<file path="src/rtl/rom_block_loader.sv">
// rom_block_loader: copies a block of words from the ROM bus slave into a
// destination write port, one outstanding request at a time.
// Optional build macro: ROM_LDR_TIMEOUT_EN adds a WAIT-cycle timeout that
// aborts the block and raises a sticky err flag.
module rom_block_loader #(
   parameter int ADDR_W      = 11,
   parameter int DATA_W      = 32,
   parameter int DST_W       = 12,
   parameter int TIMEOUT_CYC = 16
) (
   input  logic              clk,
   input  logic              reset,
   input  logic              start,
   input  logic [ADDR_W-1:0] src_addr,
   input  logic [DST_W-1:0]  dst_addr,
   input  logic [ADDR_W:0]   len,
   output logic              busy,
   output logic              done,
   output logic              err,
   output logic              cs_,
   output logic              as_,
   output logic [ADDR_W-1:0] addr,
   input  logic [DATA_W-1:0] rd_data,
   input  logic              rdy_,
   output logic              wr_en,
   output logic [DST_W-1:0]  wr_addr,
   output logic [DATA_W-1:0] wr_data
);

   typedef enum logic [2:0] {IDLE, REQ, WAIT, WRITE, FIN} state_t;

   state_t            state, state_nxt;
   logic [ADDR_W-1:0] src_q;
   logic [DST_W-1:0]  dst_q;
   logic [ADDR_W:0]   rem_q;
   logic [DATA_W-1:0] data_q;
   logic              timeout;

`ifdef ROM_LDR_TIMEOUT_EN
   localparam int CNT_W = $clog2(TIMEOUT_CYC + 1);
   localparam logic [CNT_W-1:0] CNT_LAST = CNT_W'(TIMEOUT_CYC - 1);

   logic [CNT_W-1:0] wait_cnt;
   logic             err_q;

   // Count WAIT cycles for the current word; restarted by every request.
   always_ff @(posedge clk or posedge reset) begin
      if (reset) begin
         wait_cnt <= '0;
      end else if (state == REQ) begin
         wait_cnt <= '0;
      end else if (state == WAIT && rdy_) begin
         wait_cnt <= wait_cnt + 1'b1;
      end
   end

   // Timeout fires on the last allowed WAIT cycle with the ROM still not ready.
   assign timeout = (state == WAIT) && rdy_ && (wait_cnt == CNT_LAST);

   // Sticky abort flag, cleared only when a new transfer is accepted.
   always_ff @(posedge clk or posedge reset) begin
      if (reset) begin
         err_q <= 1'b0;
      end else if (state == IDLE && start) begin
         err_q <= 1'b0;
      end else if (timeout) begin
         err_q <= 1'b1;
      end
   end

   assign err = err_q;
`else
   assign timeout = 1'b0;
   assign err     = 1'b0;
`endif

   // State register.
   always_ff @(posedge clk or posedge reset) begin
      if (reset) state <= IDLE;
      else       state <= state_nxt;
   end

   // Next-state logic; remaining count is checked before its decrement lands.
   always_comb begin
      state_nxt = state;
      case (state)
         IDLE:    if (start) state_nxt = (len == '0) ? FIN : REQ;
         REQ:     state_nxt = WAIT;
         WAIT: begin
            if (!rdy_)        state_nxt = WRITE;
            else if (timeout) state_nxt = FIN;
         end
         WRITE:   state_nxt = (rem_q == 1) ? FIN : REQ;
         FIN:     state_nxt = IDLE;
         default: state_nxt = IDLE;
      endcase
   end

   // Transfer bookkeeping: latch on start, capture read data, step after a write.
   always_ff @(posedge clk or posedge reset) begin
      if (reset) begin
         src_q  <= '0;
         dst_q  <= '0;
         rem_q  <= '0;
         data_q <= '0;
      end else begin
         case (state)
            IDLE: if (start) begin
               src_q <= src_addr;
               dst_q <= dst_addr;
               rem_q <= len;
            end
            WAIT: if (!rdy_) data_q <= rd_data;
            WRITE: begin
               src_q <= src_q + 1'b1;
               dst_q <= dst_q + 1'b1;
               rem_q <= rem_q - 1'b1;
            end
            default: ;
         endcase
      end
   end

   // Bus strobes and status decode straight from state, so reset clears them at once.
   always_comb begin
      busy  = (state != IDLE);
      done  = (state == FIN);
      cs_   = (state != REQ);
      as_   = (state != REQ);
      wr_en = (state == WRITE);
   end

   assign addr    = src_q;
   assign wr_addr = dst_q;
   assign wr_data = data_q;

endmodule

</file>
<file path="config.mk">
export PLATFORM = sky130hd
export DESIGN_NAME = rom_block_loader
export DESIGN_NICKNAME = d
export VERILOG_FILES = /design/src/rtl/rom_block_loader.sv
export SDC_FILE = /design/constraint.sdc
export NUM_CORES = 1
export LEC_CHECK = 0
export BUFFER_PORTS_ARGS = -buffer_cell sky130_fd_sc_hd__buf_2
export CORE_ASPECT_RATIO = 0.6
export CORE_MARGIN = 2
export CORE_UTILIZATION = 30
export DETAILED_ROUTE_END_ITERATION = 10
export GPL_ROUTABILITY_DRIVEN = 0
export PLACE_DENSITY = 0.53
export REMOVE_ABC_BUFFERS = 1
export SLEW_MARGIN = 25
export SYNTH_ARGS = -nofsm -noshare
export SYNTH_HDL_FRONTEND = slang
export SYNTH_SLANG_ARGS = --single-unit
export TNS_END_PERCENT = 5
</file>
<file path="constraint.sdc">
create_clock -name clk -period 1.93 [get_ports clk]
set_input_delay 0 -clock clk [delete_from_list [all_inputs] [get_ports clk]]
set_output_delay 0 -clock clk [all_outputs]
set_load 0.05 [all_outputs]
</file>
[Word level (Yosys, flattened, before mapping)]
Index checks and enable logic that the tools add are counted.
Word-level totals
  flip-flop bits (word level): 70
  output and inout port bits: 61
  word-level logic and storage cells: 35
Cells by class
  add/subtract/negate cells: 3
  equal/unequal tests: 8
  multiplexer cells: 11
  bitwise logic cells: 1
  reduce and logical (&&, ||, !) cells: 7
Operators by type and width (count)
  $pmux 12 s2: 2
  $mux 12: 2
  $pmux 11 s2: 1
  $add 12x1->12 const B: 1
  $eq 12x1->1 const B: 1
  $logic_not 12->1: 1
  $mux 3: 4
  $pmux 3 s4: 1
  $sub 12x1->12 const B: 1
  $add 11x1->11 const B: 1
  $mux 11: 1
  $eq 3x2->1 const B: 2
  $reduce_and 2->1: 3
  $ne 2x2->1 const B: 2
  $eq 3x1->1 const B: 1
  $eq 3x3->1 const B: 1
  $logic_not 3->1: 1
  $ne 3x1->1 const B: 1
  $reduce_bool 3->1: 1
  $reduce_bool 2->1: 1
  $not 1->1: 1

[Logic depth before layout (Yosys ltp)]
  word-level depth: 4
  depth in mapped cells: 7
  depth with buffers taken out: 6

[Least setup slack after synthesis]
No wires, ideal clock.
  path kind: reg2reg
  start: reg dst_q[3], in the netlist wr_addr[3]
  end: reg dst_q[11], in the netlist wr_addr[11]
  data arrival time: 1792 ps
  setup slack: 67 ps
  stages on the path, launching flop included: 6
  path buffers: 1
  cells stage by stage: dfrtp_1 > clkbuf_2 > and4_1 > nand4_1 > or4_1 > nand3_1
Between the ends
  longest elaborated chain between the ends: 2
Ends and longest elaborated chain
  from (decl): line 34  | logic [DST_W-1:0] dst_q;
  from (signal assigned): line 110  | dst_q <= dst_addr;
  from (signal assigned): line 116  | dst_q <= dst_q + 1'b1;
  $add 12x1->12: line 116
  $pmux 12 s2: line 107  | case (state)
No other way between the ends.
A chain may end at the register's enable or synchronous reset.

[Final worst setup path]
  start: reg rem_q[6]
  end: reg state[0]
Between the ends
  longest elaborated chain between the ends: 3
Ends and longest elaborated chain
  from (decl): line 35  | logic [ADDR_W:0] rem_q;
  from (signal assigned): line 111  | rem_q <= len;
  from (signal assigned): line 117  | rem_q <= rem_q - 1'b1;
  $eq 12x1->1: line 93  | WRITE: state_nxt = (rem_q == 1) ? FIN : REQ;
  $mux 3: line 93
  $pmux 3 s4: line 86  | case (state)
  to (signal assigned): line 80  | else state <= state_nxt;
  to (decl): line 32  | state_t state, state_nxt;
No other way between the ends.

==> results.yml <==
timing:
  min_period_over_period: 0.9403
  setup_viol: 0
  slew_viol_final: 0
  fmax_ghz: 0.5510
  rsz0062_at_grt: "no"
  setup_slack_ns: 0.1153
  holdWs_ns: 0.04773
  worst_slew_pin_slew_ns: 0.6819
  period_minus_slack_ns: 1.815
  finalHoldViolations: 0
  skew_ns: 0.006146
  slew_headroom: 0.5447
power:
  leakagePower_uw: 0.002366
  p_per_area_nw_per_um2: 1874
  ir_worst_vdd_uv: 1030
run_status:
  outcome: "finished, final reports clean"
worst_setup_path:
  critPathArrivalTime_ns: 2.02
  startpoint_type: "register"
  ff2ff_setup_slack_ns: 0.12
  critPathRequiredTime_ns: 2.14
  cp-startpoint: "rem_q[6]"
  r2r.worst_path.cells: 4
  criticalPathCategory: "register to register"
  worstPathMaxFanout: 5
  timing.critical_path.to_type: "register"
  reg2reg_from: "rem_q[6]"
  r2r_end: "state[0]"
  worstSetupEndpoint: "state[0]"
logic_synthesis:
  synth-async-reset-ratio: 1.000
  synthFlopType: "dfrtp_1"
  synthTopCellsByArea: "dfrtp_1 (51%), mux2_2 (10%), nand3_1 (3.1%)"
  yosysSeqAreaShare: 0.5111
  yosysUniqueCellTypes: 53
  synth.ff_latch_count: 70
  postSynthAreaPerCell_um2: 11.02
  syn_inst: 311
  yosys.area.top_type: "dfrtp_1"
  synth_area_um2: 3427
  yosysWarnings: 0
  synth_top_area_frac: 0.5111
  synth_edf_count: 0
global_route:
  track_usage: 0.1672
  grt_max_degree: 37
  grt_pass1_wl_mm: 16.13
  antenna_found_initial: 0
  overflow: 0
  grt_pass1_vias: 3163
place:
  dp_hpwl_mm: 6.931
  dp_worst_setup_slack_ns: 0.07181
  dpl.cell_count: 578
  placed_area_um2: 4265
  portBuffers: 130
detailed_routing:
  route.detailed.drc: 0
  drt_iter0_markers: 170
  vias_per_cell: 4.878
  drt-total-wl_mm: 10.10
  wire_per_inst_um: 15.24
  ant_nets: 0
  drtPass1Iterations: 5
  vias: 3234
layout:
  nets: 589
  post-route-util: 0.4718
  final_area_um2: 5295
  diodes: 0
  stdcell_count: 663
  layout-drive-gt1-share: 0.3988
  area_delta_synth_final_pct: 54.51
clock_network:
  insertion_delay_ns: 0.33
  clockBufferDepth: 2
  cts_tree: "built"
  clkSinkCount: 70
  htree_levels: 3
  root_buffer: "clkbuf_16"
  cts_made_buffers: 9
  path_clk_slew_ns: 0.06
floorplan:
  die_h_um: 86.79
  io_pins: 132
  dieArea_um2: 12320
  start_util: 0.3054
  die_w_um: 142.0
  fp-row-count: 30
  core_area_um2: 11220
run:
  maxCapViolations: 0
hold_path:
  min_path_type: "input pin to register"
==> registers in the layout (all words and copies together), names as in the netlist <==
signal and flops:
addr 11, wr_data 32, rem_q 12, state 3
wr_addr 12
==> worst max-delay path, cell delays in order (launching register included) <==
cell	delay (ns)
dfrtp_1	0.39
or3_1	0.48
or2_2	0.34
nor3_1	0.35
o21ai_0	0.12
==> placed cells by master, fill, tap and decap left out, types with 8 or more instances in the layout <==
master	count
a21oi_1	8
buf_2	130
buf_4	10
clkbuf_16	9
dfrtp_1	70
dlygate4sd3_1	69
mux2_2	31
nand2_1	23
nand3_1	21
nor2_1	25
o211ai_1	12
o21ai_0	10
==> per-stage QoR <==
step | power [uW] | setup TNS [ns]
floorplan | 6545 | -24.80
global placement | 7911 | 0
detailed placement | 7995 | 0
CTS | 9973 | 0
global route | 10520 | 0
finish | 9922 | 0
==> Yosys cell counts, types with 2 or more instances <==
cell and n:
o311ai_0 2, buf_4 4, inv_1 6, dfrtp_1 70, o22ai_1 5, nor2_1 25, nand2_1 23, o311ai_1 4
a21oi_1 8, or4_1 3, nor4_1 4, buf_2 6, a311oi_1 4, o211ai_1 12, buf_6 5, a22oi_1 2
nand3_1 21, mux2i_1 5, mux2_2 31, a211oi_1 4, or3b_2 2, or3_1 4, or2_2 4, clkbuf_1 4
ha_1 4, o21ai_0 11, nand3b_1 2, nor3_1 6, nand4_1 6
==> where the power goes <==
| group | total (uW) | internal, uW | switching [uW] | leakage (uW) |
|---|---|---|---|---|
| logic | 5260 | 1630 | 3630 | 0.00138 |
| registers | 2840 | 2200 | 633 | 0.000824 |
| clock network | 1830 | 1180 | 653 | 0.000159 |
==> metal layers <==
| metal | vias to the layer above | track usage | part of all wire |
|---|---|---|---|
| li1 | 1564 | - | - |
| met1 | 1541 | 0.2263 | 0.47 |
| met2 | 119 | 0.2626 | 0.46 |
| met3 | 10 | 0.04365 | 0.057 |
| met4 | 0 | 0.05545 | 0.011 |
| met5 | - | 0 | 0 |
==> area by class of cell <==
class	instances	area (um^2)
clock buffer	10	239.0
clock inverter	6	93.84
fill	1049	5928
inverter	7	26.28
multi-input combinational	214	1528
sequential	70	1752
tap	144	180.2
timing repair buffer	212	1476
==> how the worst min path moves through the flow <==
stage,to,start,depth (start not counted)
after floorplan,wr_addr[11],dst_addr[11],2
after global placement,wr_data[14],reset,2
after detailed placement,wr_data[6],reset,2
after CTS,state[0],rdy_,4
after global routing,state[0],rdy_,4
final,state[0],rdy_,4
==> kinds of logic after synthesis <==
family / after synthesis / share of synthesized area
buffers and inverters: 27 / 0.04746
multiplexers: 37 / 0.1198
AO/OA/AOI/OAI: 60 / 0.1241
other: 1 / 0.001094
AND/OR/NAND/NOR: 111 / 0.1793
XOR/XNOR: 1 / 0.002556
flip-flops: 70 / 0.5111
adder cells (fa/ha/maj): 4 / 0.01460
==> what timing repair did <==
| item | 4_1_cts | 5_1_grt |
|---|---|---|
| buffers inserted | 0 | 0 |
| endpoints found under the hold margin | 96 | 0 |
| hold buffers | 69 | 0 |
| resized for setup | 0 | 4 |
| endpoints found under the setup margin | 0 | 1 |
Note: power is estimated with default switching activity, not from simulation.
